--- src/rtl/in_port_arbiter.sv ---
// -----------------------------------------------------------------------------
// in_port_arbiter
//
// Purpose:
//   Sits between two byte requesters and a small processor core that reads
//   input ports. The requesters are a keyboard and a clock/timer source.
//   One pending byte is accepted at a time. When both requesters are pending,
//   arbitration is round-robin. The accepted byte is held and an interrupt is
//   raised. The transaction completes when the core reads DATA_PORT after
//   acknowledging the interrupt. If the core does not finish within
//   TIMEOUT_CYCLES, the byte is discarded. In either case the winning
//   requester receives a one-cycle grant.
//
// Ports:
//   clk            system clock, rising edge
//   reset          synchronous, active-low reset
//   kbd_req        keyboard byte pending (held until kbd_grant)
//   kbd_data[7:0]  keyboard byte
//   kbd_grant      one-cycle pulse: keyboard byte consumed/discarded
//   rtc_req        timer byte pending (held until rtc_grant)
//   rtc_data[7:0]  timer byte
//   rtc_grant      one-cycle pulse: timer byte consumed/discarded
//   interrupt      interrupt request to the core (high while in IRQ)
//   interrupt_ack  core acknowledge
//   read_strobe    core input-read qualifier
//   port_id[7:0]   core port address
//   in_port[7:0]   read data returned to the core (combinational)
//   busy           high whenever not IDLE
//   timeout_err    one-cycle pulse when a transaction is abandoned
// -----------------------------------------------------------------------------
module in_port_arbiter #(
    parameter int         TIMEOUT_CYCLES = 1024,
    parameter logic [7:0] DATA_PORT      = 8'h00,
    parameter logic [7:0] SRC_PORT       = 8'h03
) (
    input  logic       clk,
    input  logic       reset,
    input  logic       kbd_req,
    input  logic [7:0] kbd_data,
    output logic       kbd_grant,
    input  logic       rtc_req,
    input  logic [7:0] rtc_data,
    output logic       rtc_grant,
    output logic       interrupt,
    input  logic       interrupt_ack,
    input  logic       read_strobe,
    input  logic [7:0] port_id,
    output logic [7:0] in_port,
    output logic       busy,
    output logic       timeout_err
);

    localparam int CNT_W = $clog2(TIMEOUT_CYCLES) + 1;
    localparam logic [CNT_W-1:0] CNT_LAST = CNT_W'(TIMEOUT_CYCLES - 1);
    localparam logic [CNT_W-1:0] CNT_MAX  = '1;

    // Source codes: 0 = keyboard, 1 = timer.
    localparam logic SRC_KBD = 1'b0;
    localparam logic SRC_RTC = 1'b1;

    typedef enum logic [1:0] {
        IDLE      = 2'd0,
        IRQ       = 2'd1,
        WAIT_READ = 2'd2,
        RELEASE   = 2'd3
    } state_t;

    state_t           state_reg,     state_next;
    logic [7:0]       hold_data_reg, hold_data_next;
    logic             hold_src_reg,  hold_src_next;
    logic             last_src_reg,  last_src_next;
    logic [CNT_W-1:0] cnt_reg,       cnt_next;
    // Remembers that the current RELEASE was reached by timeout, so that
    // timeout_err can pulse together with the grant.
    logic             timed_out_reg, timed_out_next;

    logic             pick_rtc;
    logic             cnt_expired;
    logic             data_read;
    logic [1:0]       grant_vec;

    // The timer wins when it is the only requester. On a tie, it wins only
    // if the keyboard was the last source served.
    assign pick_rtc    = rtc_req && (!kbd_req || (last_src_reg == SRC_KBD));
    assign cnt_expired = (cnt_reg == CNT_LAST);
    assign data_read   = read_strobe && (port_id == DATA_PORT);

    // State register and held transaction context
    always_ff @(posedge clk) begin
        if (!reset) begin
            state_reg     <= IDLE;
            hold_data_reg <= 8'h00;
            hold_src_reg  <= SRC_KBD;
            last_src_reg  <= SRC_RTC;
            cnt_reg       <= '0;
            timed_out_reg <= 1'b0;
        end else begin
            state_reg     <= state_next;
            hold_data_reg <= hold_data_next;
            hold_src_reg  <= hold_src_next;
            last_src_reg  <= last_src_next;
            cnt_reg       <= cnt_next;
            timed_out_reg <= timed_out_next;
        end
    end

    // Next-state logic
    always_comb begin
        state_next     = state_reg;
        hold_data_next = hold_data_reg;
        hold_src_next  = hold_src_reg;
        last_src_next  = last_src_reg;
        cnt_next       = cnt_reg;
        timed_out_next = timed_out_reg;

        case (state_reg)
            IDLE: begin
                if (kbd_req || rtc_req) begin
                    hold_data_next = pick_rtc ? rtc_data : kbd_data;
                    hold_src_next  = pick_rtc ? SRC_RTC : SRC_KBD;
                    cnt_next       = '0;
                    timed_out_next = 1'b0;
                    state_next     = IRQ;
                end
            end

            IRQ: begin
                if (cnt_reg != CNT_MAX) begin
                    cnt_next = cnt_reg + 1'b1;
                end
                // An acknowledge is not a completion. The timeout takes priority here.
                if (cnt_expired) begin
                    timed_out_next = 1'b1;
                    state_next     = RELEASE;
                end else if (interrupt_ack) begin
                    state_next = WAIT_READ;
                end
            end

            WAIT_READ: begin
                if (cnt_reg != CNT_MAX) begin
                    cnt_next = cnt_reg + 1'b1;
                end
                // A data read on the expiry cycle still counts as a completion.
                if (data_read) begin
                    state_next = RELEASE;
                end else if (cnt_expired) begin
                    timed_out_next = 1'b1;
                    state_next     = RELEASE;
                end
            end

            RELEASE: begin
                last_src_next = hold_src_reg;
                state_next    = IDLE;
            end

            default: begin
                state_next = IDLE;
            end
        endcase
    end

    // One grant line per source. Each line is active in RELEASE when the
    // held source code matches that line.
    generate
        for (genvar gi = 0; gi < 2; gi++) begin : g_grant
            assign grant_vec[gi] = (state_reg == RELEASE) && (hold_src_reg == 1'(gi));
        end
    endgenerate

    assign kbd_grant   = grant_vec[0];
    assign rtc_grant   = grant_vec[1];
    assign interrupt   = (state_reg == IRQ);
    assign busy        = (state_reg != IDLE);
    assign timeout_err = (state_reg == RELEASE) && timed_out_reg;

    // Read mux for the core. It is decoded only from port_id and is valid in every state.
    always_comb begin
        in_port = 8'h00;
        if (port_id == DATA_PORT) begin
            in_port = hold_data_reg;
        end else if (port_id == SRC_PORT) begin
            in_port = {7'b0, hold_src_reg};
        end
    end

endmodule

--- config.mk ---
export PLATFORM = sky130hd
export DESIGN_NAME = in_port_arbiter
export DESIGN_NICKNAME = d
export VERILOG_FILES = /design/src/rtl/in_port_arbiter.sv
export SDC_FILE = /design/constraint.sdc
export NUM_CORES = 1
export LEC_CHECK = 0
export CELL_PAD_IN_SITES_DETAIL_PLACEMENT = 0
export CELL_PAD_IN_SITES_GLOBAL_PLACEMENT = 1
export CORE_ASPECT_RATIO = 0.8
export CORE_MARGIN = 2
export CORE_UTILIZATION = 37
export DETAILED_ROUTE_END_ITERATION = 16
export PLACE_DENSITY_LB_ADDON = 0.1
export SETUP_SLACK_MARGIN = 0.15
export SYNTH_ARGS = -nofsm -noshare
export SYNTH_HDL_FRONTEND = slang
export SYNTH_SLANG_ARGS = --single-unit
--- constraint.sdc ---
create_clock -name clk -period 4.1 [get_ports clk]
set_clock_uncertainty 0.2 [all_clocks]
set_input_delay 0.41 -clock clk [delete_from_list [all_inputs] [get_ports clk]]
set_output_delay 0.41 -clock clk [all_outputs]
set_load 0.005 [all_outputs]
Word-level counts from Yosys, hierarchy flattened
Index checks and enable logic that the tools add are counted.
{ "totals": {"wordCells": 55, "register_bits": 24, "out_inout_bits": 13} }
{ "op_classes": {"n_mux": 17, "reduce_logical": 18, "n_addsub": 1, "n_eq_ne": 11, "n_bitwise": 2} }
{ "ops": {"columns": ["op", "n"], "rows": [
  ["11-bit 2-to-1 mux", 2],
  ["11-bit case mux with 2 select lines", 1],
  ["8-bit 2-to-1 mux", 2],
  ["11-bit by 1-bit adder with 11-bit output (second input constant)", 1],
  ["11-bit by 10-bit equality test with 1-bit output (second input constant)", 1],
  ["11-bit inequality test (second input constant)", 1],
  ["2-bit 2-to-1 mux", 5],
  ["3-bit AND reduction", 3],
  ["8-bit by 2-bit equality test with 1-bit output (second input constant)", 1],
  ["8-bit zero test", 1],
  ["2-bit case mux with 4 select lines", 1],
  ["1-bit logical AND", 5],
  ["1-bit 2-to-1 mux", 5],
  ["2-bit equality test (second input constant)", 2],
  ["2-bit inequality test (second input constant)", 2],
  ["2-bit nonzero test", 2],
  ["3-bit by 1-bit inequality test with 1-bit output (second input constant)", 1],
  ["3-bit inequality test (second input constant)", 1],
  ["1-bit case mux with 3 select lines", 1],
  ["3-bit nonzero test", 1],
  ["2-bit by 1-bit equality test with 1-bit output (second input constant)", 1],
  ["2-bit zero test", 1],
  ["1-bit logical OR", 2],
  ["2-bit by 1-bit inequality test with 1-bit output (second input constant)", 1],
  ["other kinds (4)", 5]
]} }

Depth between registers and ports, before layout
{ "depth": {"depth_word": 4, "depth_mapped": 7, "depth_no_buf": 6} }

Worst setup path before layout
Ideal clock, no wire load.
{ "synth_path": {"kind": "register to register", "from": "reg state_reg[0]", "to": "reg cnt_reg[3]", "required_time_ns": 3.778, "stages_incl_launch_ff": 7, "t_arrival_ns": 1.732, "setup_time_ns": 0.122, "setup_slack_ns": 2.046, "path_cell_list": "dfxtp_1 > inv_1 > ha_1 > clkbuf_1 > o21ai_2 > or2_2 > a311o_1"} }
{ "synth_via": {"elab_chain_cells": 4, "elab_cells_between_ends": 9, "classes_between": "eq/ne (4); mux (1); reduce/logical (4)"} }
{ "synth_lines": {"columns": ["item", "line_no", "text"], "rows": [
  ["start: declaration", "68", "state_t state_reg, state_next;"],
  ["start signal: assignment", "98", "state_reg <= state_next;"],
  ["2-bit by 1-bit equality test with 1-bit output or 2-bit equality test (tied branches)", "116", "case (state_reg)"],
  ["2-bit OR reduction (no line)", null, null],
  ["2-bit by 1-bit inequality test with 1-bit output (no line) or 2-bit nonzero test (tied branches)", null, null],
  ["3-bit AND reduction (no line)", null, null],
  ["end signal: assignment", "102", "cnt_reg <= cnt_next;"],
  ["end: declaration", "72", "logic [CNT_W-1:0] cnt_reg, cnt_next;"]
]} }
Parallel ways exist; a longest one is shown, timed or not.
A chain may end at the register's enable or synchronous reset.

Worst setup path in the final report
{ "layout_path": {"from": "in port_id[0]", "to": "out in_port[3]"} }
{ "layout_via": {"elab_chain_cells": 2} }
{ "layout_lines": {"columns": ["item", "line_no", "text"], "rows": [
  ["start: declaration", "47", "input logic [7:0] port_id,"],
  ["8-bit zero test", "181", "if (port_id == DATA_PORT) begin"],
  ["8-bit 2-to-1 mux", "181", null],
  ["end: declaration", "48", "output logic [7:0] in_port,"]
]} }
Every way passes these cells.

==> results.tsv <==
metric	value	unit
run_status	completed	
ys_seq_elements	24	
ioPinCount	43	
place_ws	1.04	ns
tritoncts	done	
die_width	75.1	um
largest_register_ff_count	11	
power-per-cell-area	438	mW/mm^2
crit_path_most_repeated_cell	sky130_fd_sc_hd__clkdlybuf4s50_1	
cts_repair_resize_count	0	
avgSynthCellArea	8.76	um^2
final-instance-count-excl-fill	266	
number_of_cells_produced_by_synthesis	171	
insertedDiodeCount	0	
cell_chosen_for_the_clock_root	sky130_fd_sc_hd__clkbuf_8	
wire_per_inst	13.7	um
timing.final.crit_period	3.05	ns
wirelength_met1	1740	um
final.setup.worst_slack	1.05	ns
final_net_count	248	
max_cap_violations	0	
hpwl	2740	um
worst_path_largest_cell_delay	0.58	ns
number_of_placement_rows	20	
setup_viol	0	
final.period_utilization	74.5	%
clkSlewWorstSetupHoldPaths	0.09	ns
largest_delay_contributor_family_on_the_critical_path	simple AND/OR/NAND/NOR gates	
firstDrtPassIters	5	
register_area	480	um^2
drive_gt1_share	6.16	%
start_kind	input port	
grt.total_usage	16.1	%
slowest_stage	sky130_fd_sc_hd__or4_1	
timing.hold.worst.class	flop to flop	
grt_antenna_before_repair	0	
asyncSetResetFlopFracSynth	0	%
floorplan.initialDensity	39.1	%
cts.path.max_buffers	2	
maximum_fanout_count_along_the_critical_path	7	
critical_path.cell_chain	clkdlybuf4s50_1 -> or4_1 -> nor2_1 -> and2_1 -> clkdlybuf4s50_1	
first_iter_violations	52	
grt_overflow_total	0	
routed_wire_length	3640	um
seq_area_frac_synth	32.1	%
wl_met3	196	um
crit_arrival	2.44	ns
floorplan.core_area	0.00383	mm^2
global_route_wire_length_before_repair	5680	um
fp.dieArea	0.00458	mm^2
die_h	60.9	um
crit_buf_inv	2	
layout-area-overhead-vs-synth	34.9	%
dr.max_layer_used	met4	
cts_setup_buffers	0	
most-common-layout-cells	sky130_fd_sc_hd__clkdlybuf4s50_1 (42), sky130_fd_sc_hd__dfxtp_1 (24), sky130_fd_sc_hd__nand2_1 (19)	
synth-edff-count	0	
timing.fmax	0.327	GHz
critPathRequiredTime	3.49	ns
slew-limit-headroom	48.3	%
netlist_area	0.00150	mm^2
dp_cells	262	
slew_violations	0	
yosys_warnings	0	
numCtsBuffers	3	
grt_max_degree	26	
critPathKind	input port to output pin	
n_fill_cell	365	
grt_pass1_vias	1241	
layout.cells.most_common	sky130_fd_sc_hd__clkdlybuf4s50_1	
multiInputGateArea	947	um^2
detailroute.via_count	1450	
fin_total_pwr	885	uW
globalplace.congestion	0.743	
final_hold_viol_count	0	
postSynth.topFlopCell	sky130_fd_sc_hd__dfxtp_1	
vias_per_cell	5.45	
worst-slew-pin-transition	0.774	ns
final_antenna_net_count	0	
met2_length	1660	um
p_leak	0.000770	uW
peakVddDrop	0.224	mV
num_clock_sinks	24	
crit_path_end_kind	output pin	
htreeDepth	1	
synthesis.nets	207	
numPortBuffers	42	
clock_latency	0.27	ns
synth_cell_type_count	49	
fin_setup_tns	0	ns
post_cts_hold_buffer_count	0	
grt_setup_unrepaired	false	
drc_violations	0	
cells by family after synthesis:
logic type | after synthesis | synth area share (%)
flops | 24 | 32.1
fa+ha+maj | 6 | 5.01
simple gates | 73 | 29.9
compound gates | 39 | 20.3
mux | 12 | 8.02
buf+inv | 17 | 4.68
report_power, final:
part	total, uW	leakage [uW]	switching [uW]	internal, uW
clock network	162	0.0000288	76.3	85.7
logic	410	0.000545	236	173
registers	313	0.000196	33.3	280
final cells by class:
type,count,area share (%)
clock buffer,4,2.72
inverter,9,1.67
multi-input combinational,130,46.9
sequential,24,23.8
tap,55,3.41
timing repair buffer,44,21.5
through the flow:
stage	instance area (um^2)	hold WS [ns]	utilization (%)
2_1_floorplan	1500	0.232	-
3_3_place_gp	1970	0.258	51.3
3_5_place_dp	1970	0.252	51.3
4_1_cts	2020	0.280	52.8
5_1_grt	2020	0.323	52.8
6_report	2020	0.276	52.8
synth_stat cells (2+ instances only):
cell | instances | area (um^2)
sky130_fd_sc_hd__dfxtp_1 | 24 | 480
sky130_fd_sc_hd__nand2_1 | 19 | 71.3
sky130_fd_sc_hd__mux2i_1 | 12 | 120
sky130_fd_sc_hd__inv_1 | 9 | 33.8
sky130_fd_sc_hd__and2_1 | 8 | 50.1
sky130_fd_sc_hd__o211a_1 | 8 | 80.1
sky130_fd_sc_hd__ha_1 | 6 | 75.1
sky130_fd_sc_hd__nor2_1 | 6 | 22.5
sky130_fd_sc_hd__a21boi_0 | 5 | 37.5
sky130_fd_sc_hd__clkbuf_1 | 5 | 18.8
sky130_fd_sc_hd__nand3_1 | 5 | 25.0
sky130_fd_sc_hd__o21ai_0 | 5 | 25.0
sky130_fd_sc_hd__or4_1 | 5 | 37.5
sky130_fd_sc_hd__nand2b_1 | 4 | 25.0
sky130_fd_sc_hd__o31ai_1 | 4 | 30.0
sky130_fd_sc_hd__nor3_1 | 3 | 15.0
sky130_fd_sc_hd__nor4_1 | 3 | 18.8
sky130_fd_sc_hd__a21boi_1 | 2 | 15.0
sky130_fd_sc_hd__a22oi_1 | 2 | 15.0
sky130_fd_sc_hd__buf_2 | 2 | 10.0
sky130_fd_sc_hd__nand3b_1 | 2 | 15.0
sky130_fd_sc_hd__nand4_1 | 2 | 12.5
sky130_fd_sc_hd__nor3b_1 | 2 | 15.0
sky130_fd_sc_hd__o311ai_0 | 2 | 17.5
sky130_fd_sc_hd__or2_2 | 2 | 12.5
worst paths after layout:
| check | startpoint | to | slack [ns] | cells after the start |
|---|---|---|---|---|
| setup / recovery | port_id[0] | in_port[3] | 1.05 | 5 |
| hold / removal | last_src_reg | last_src_reg | 0.28 | 2 |
| setup reg to reg | state_reg[0] | cnt_reg[3] | 1.43 | 6 |
| hold reg to reg | last_src_reg | last_src_reg | 0.28 | 2 |
metal layers:
| metal | global-route usage [%] | vias to the layer above |
|---|---|---|
| met1 | 21.8 | 688 |
| met5 | 0 | - |
| met3 | 3.65 | 6 |
| li1 | - | 718 |
| met2 | 26.6 | 38 |
| met4 | 3.76 | 0 |
worst reg2reg max path: stages (launching register included):
cell	delay, ns
sky130_fd_sc_hd__dfxtp_1	0.40
sky130_fd_sc_hd__inv_1	0.11
sky130_fd_sc_hd__ha_1	0.54
sky130_fd_sc_hd__inv_1	0.16
sky130_fd_sc_hd__nor4_4	0.70
sky130_fd_sc_hd__nor4_1	0.15
sky130_fd_sc_hd__a311o_1	0.29
Note: power is estimated with default switching activity, not from simulation.
==> variant 1, RTL diff (same settings) <==
The parameter `TIMEOUT_CYCLES` goes from 1024 to 2048.
--- a/src/rtl/in_port_arbiter.sv
+++ b/src/rtl/in_port_arbiter.sv
@@ -31,3 +31,3 @@
 module in_port_arbiter #(
-    parameter int         TIMEOUT_CYCLES = 1024,
+    parameter int         TIMEOUT_CYCLES = 2048,
     parameter logic [7:0] DATA_PORT      = 8'h00,
Function: same outputs for any inputs over 10 cycles, from zero or initial values and one cycle with reset low; that may be too few to reach the edited logic, so the function may still have changed.
==> variant 1 against the unedited design <==
  * Sequential cell count grew 1
  * Setup slack lost 0.0050 ns
  * Maximum frequency down 0.16%
  * Routed wire length increased by 20%
  * Combinational power is 8.3% higher
  * Synthesized area is 4.6% higher
  * Cell area is 2.2% higher
  * Total power up 3.8%
  * Via count rose by 11%
  * Critical path type unchanged
  * Largest cell class unchanged
  * Highest routed layer unchanged
==> variant 1: results (changes against the unedited design) <==
Run status
  • Status: completed

Worst setup path
  • Worst path max stage delay: around 0.57 ns
  • Slowest-stage cell, CP: or4_1
  • Crit path DAT: around 2.5 ns
  • Worst-path maximum fanout: 7 (unchanged)

Placement
  • Gp weighted congestion: 0.795 (+7.0%)
  • Detailed placement HPWL: 3.22 mm (+17%)
  • Number of buffers inserted by port buffering: 42 (unchanged)

Logic synthesis
  • Synth cell count leaders: dfxtp_1 (25), nor2_1 (15), nand2_1 (13)
  • Synth cell types: 44 (-10%)
  • Synth Net Count: 226 (+9.2%)
  • Synth Warn #: 0 (unchanged)
  • Post-synthesis sequential area ratio: 31.9% (-0.13 points)
  • Most common cell in the netlist: dfxtp_1
  • Post-synth ARST share: 0% (unchanged)
  • Top area cells in the synthesized netlist: dfxtp_1 (32%), mux2i_1 (7.0%), ha_1 (4.8%)

Drt
  • Vias/cell: 5.65 (+3.7%)
  • Drt pass-1 iters: 4 (-1)
  • WL/cell: 15.4 um (+12%)
  • 1st-iter DRT viols: 69 (+33%)

Finish
  • Antenna Cells: 0 (unchanged)
  • Nets@finish: 265 (+6.9%)
  • Layout cell share with drive strength beyond 1: 4.82% (-1.3 points)
  • Fill count: 425 (+16%)
  • Max FFs per register: 12 (+1)

Power
  • VDD IR-drop max: 0.257 mV (+14%)
  • Lkg Pwr: 0.703 nW (-8.6%)

Clock tree
  • Clock Pin Slew Worst Setup and Hold Paths: 0.09 ns (about the same)
  • CTS Buf Count: 3 (unchanged)
  • Worst-skew pair later-pin latency: 0.27 ns (about the same)
  • CTS resizes: 0 (unchanged)
  • Max clock buf depth: 2 (unchanged)
  • Setup Buffers After CTS: 0 (unchanged)
  • H-tree Lvls: 1 (unchanged)
  • CTS Root Cell: clkbuf_8

GRT
  • Largest net degree at the start of global routing: 21 (-19%)
  • Antenna violations before repair: 0 (unchanged)
  • First-pass GRT wire length: 7.52 mm (+32%)
  • GRT Overall Usage: 19.1% (+3.0 points)
  • Number of global-route vias before repair: 1,599 (+29%)

Die
  • Rows: 21 (+5.0%)

STA
  • Final hold viol count: 0 (unchanged)
  • Worst Max-Slew Pin Slew: 1.09 ns (+0.320 ns)

Hold path
  • Hold Path Class: register to register
variant 1: layer usage:
layer / global-route usage, % / wire length [um] / up-vias
met5: 0 / 0 / -
met4: 4.77 / 39 / 0
met3: 4.22 / 232 / 4
met2: 32.7 / 2110 / 47
met1: 24.4 / 2000 / 761
li1: - / - / 799
variant 1: final timing paths:
kind / slack (ns) / from / cells past startpoint / to
hold / removal: 0.28 / last_src_reg$_SDFFE_PN1N_ / 1 / last_src_reg$_SDFFE_PN1N_
setup reg to reg: 1.27 / state_reg[0]$_SDFFE_PN0P_ / 6 / cnt_reg[4]$_SDFFE_PN0P_
hold reg to reg: 0.28 / last_src_reg$_SDFFE_PN1N_ / 1 / last_src_reg$_SDFFE_PN1N_
setup / recovery: 1.04 / port_id[0] / 5 / in_port[2]
variant 1: final cells by class:
type,count,share of cell area (%)
multi-input combinational,146,47.8
inverter,11,2.00
timing repair buffer,42,20.4
clock buffer,4,2.18
tap,57,3.45
sequential,25,24.2
variant 1: critical path: cells and delay by family:
kind                   cells  cell delay [ns]
AND/OR/NAND/NOR            3             1.10
buffers and inverters      2             0.93
variant 1: report_power, final:
part	switching (mW)	leakage (nW)	internal, mW	total [mW]
Clock	0.0811	0.0228	0.0697	0.151
Sequential	0.0336	0.204	0.290	0.324
Combinational	0.276	0.476	0.169	0.444
Total	0.390	0.703	0.529	0.919
variant 1: cells by family after synthesis:
logic type / count (synthesis) / share of synthesized area (%)
AOI/OAI and AO/OA: 43 / 18.6
and+or+nand+nor: 86 / 32.5
adders and majority gates: 6 / 4.79
muxes: 11 / 7.03
buffers and inverters: 19 / 5.11
DFF: 25 / 31.9
variant 1: metrics by stage:
| step | utilization (%) | instance area, um^2 | hold slack [ns] | cells | setup WS [ns] |
|---|---|---|---|---|---|
| finish | 50.0 | 2060 | 0.285 | 285 | 1.04 |
| detailed placement | 49.0 | 2020 | 0.261 | 281 | 1.05 |
| global route | 50.0 | 2060 | 0.319 | 285 | 0.896 |
| CTS | 50.0 | 2060 | 0.290 | 285 | 1.04 |
| floorplan | - | 1570 | 0.230 | 190 | 2.01 |
| global placement | 49.0 | 2020 | 0.254 | 281 | 1.09 |
==> variant 2, RTL diff (same flow settings) <==
Made on the original files. Register the outputs `interrupt` and `timeout_err`, without a reset; this adds one clock of latency there. The other outputs are not delayed to match. Comments in the files are not updated.
--- a/src/rtl/in_port_arbiter.sv
+++ b/src/rtl/in_port_arbiter.sv
@@ -173,5 +173,7 @@
     assign rtc_grant   = grant_vec[1];
-    assign interrupt   = (state_reg == IRQ);
     assign busy        = (state_reg != IDLE);
-    assign timeout_err = (state_reg == RELEASE) && timed_out_reg;
+    always_ff @(posedge clk) begin
+        interrupt   <= (state_reg == IRQ);
+        timeout_err <= (state_reg == RELEASE) && timed_out_reg;
+    end
 
Function: changed (a bounded check fails within 4 cycles, from zero or initial values and one cycle with reset low).
==> variant 2 against the unedited design <==
  * Setup slack worse by 0.020 ns
  * Critical path depth unchanged
  * Critical endpoint is now in_port[5]
  * Cell area grew 0.68%
  * Synthesized cell count down 1.8%
  * Routed wire length shrank 0.74%
  * Sequential cell count up 2
  * Via count is 4.6% lower
  * Core utilization hardly changed
  * First-iteration DRC count increased by 15%
  * Combinational power shrank 16%
  * Synthesized area about the same
  * Total power fell by 4.4%
  * Die area is essentially flat
==> variant 2: results (changes against the unedited design) <==
Run status
  • Status: completed

Worst setup path
  • Crit path DAT: 2.46 ns (+0.02 ns)
  • Worst-path maximum fanout: 7 (unchanged)
  • R2r worst-path depth: 7 (+1)
  • Reg-to-reg slack, setup: 1.50 ns (+0.07 ns)

Logic synthesis
  • Avg Cell Area, Syn: 8.92 um^2 (+1.9%)
  • Post-synth ARST share: 0% (unchanged)
  • Synth cell types: 40 (-18%)
  • Top area cells in the synthesized netlist: dfxtp_1 (35%), mux2i_1 (8.7%), ha_1 (5.8%)
  • Synth cell count leaders: dfxtp_1 (26), nand2_1 (19), mux2i_1 (13)
  • Post-synthesis sequential area ratio: 34.7% (+2.6 points)
  • Synth Net Count: 205 (-0.97%)

GRT
  • First-pass GRT wire length: 5.83 mm (+2.7%)
  • Number of global-route vias before repair: 1,292 (+4.1%)
  • Largest net degree at the start of global routing: 21 (-19%)
  • GRT Overall Usage: 16.6% (+0.45 points)
  • Antenna violations before repair: 0 (unchanged)

Placement
  • Detailed placement HPWL: 2.69 mm (-2.1%)
  • Gp weighted congestion: 0.732 (-1.5%)
  • Number of buffers inserted by port buffering: 42 (unchanged)

STA
  • Worst Max-Slew Pin Slew: 1.01 ns (+0.235 ns)

Finish
  • Antenna Cells: 0 (unchanged)
  • Layout cell share with drive strength beyond 1: 5.74% (-0.42 points)
  • Fill count: 361 (-1.1%)
  • Nets@finish: 247 (-0.40%)
  • Max FFs per register: 11 (unchanged)

Drt
  • Vias/cell: 5.24 (-3.8%)
  • Via count: 1,384 (-4.6%)
  • Drt pass-1 iters: 4 (-1)
  • Drt total wl: 3.61 mm (-0.74%)
  • 1st-iter DRT viols: 60 (+15%)

Hold path
  • Hold depth: 1 (-1)
  • Hold Crit Endpoint: timeout_err$_DFF_P_
  • Start point of the worst min-delay path: timed_out_reg$_SDFFE_PN0P_

Clock tree
  • CTS Buf Count: 3 (unchanged)
  • Max clock buf depth: 2 (unchanged)
  • CTS resizes: 0 (unchanged)
  • CTS Root Cell: clkbuf_8

Power
  • Lkg Pwr: 0.800 nW (+3.9%)
  • VDD IR-drop max: 0.196 mV (-13%)
## variant 2: cell types whose count changed after synthesis, sizes merged, moves of 2 or more
cell   delta
inv       -2
nor4      +2
or2       -2
or3       +2
dfxtp     +2
## variant 2: final cells by class
type,instances,area [um^2],share of cell area (%)
clock buffers,4,55.1,2.71
inverters,7,26.3,1.29
flip-flops and latches,26,520,25.6
well taps,55,68.8,3.38
repair buffers,45,443,21.8
multi-input cells,127,921,45.3
## variant 2: power breakdown
part           internal, mW  switching, mW
sequential            0.299         0.0357
combinational         0.154          0.191
clock                0.0859         0.0807
total                 0.539          0.307
## variant 2: metal layers
layer  up-vias  wire, um  part of all wire, %  GRT usage [%]
li1        705         -                    -              -
met1       638      1660                   46           21.2
met2        35      1700                   47           27.9
met3         6       197                  5.5           4.15
met4         0        55                  1.5           4.76
met5         -         0                    0              0
## variant 2: worst max path at each step
stage / cells after the start / start / end
after global placement: 5 / port_id[0] / in_port[5]
final: 5 / port_id[0] / in_port[5]
after detailed placement: 5 / port_id[0] / in_port[2]
after global routing: 5 / port_id[0] / in_port[6]
after CTS: 5 / port_id[0] / in_port[6]
after floorplan: 8 / state_reg[0]$_SDFFE_PN0P_ / cnt_reg[8]$_SDFFE_PN0P_
## variant 2: critical path, stage by stage
cell and delay (ns):
clkdlybuf4s50_1 0.43, or4_1 0.57, nor2_1 0.35, and2_1 0.20
clkdlybuf4s50_1 0.50
## variant 2: through the flow
step                      hold slack, ns  cell area, um^2  setup slack [ns]
after floorplan                    0.231             1500              1.75
after global placement             0.255             1980              1.06
after detailed placement           0.247             1980             0.994
after CTS                          0.270             2030             0.999
after global routing               0.281             2030             0.864
final                              0.268             2030              1.03
## variant 2: cell families after synthesis
logic type                 share of synthesized area, %
buffers and inverters                              3.84
and+or+nand+nor                                    26.3
DFF                                                34.7
adders and majority gates                          5.84
AOI/OAI and AO/OA                                  20.6
muxes                                              8.68
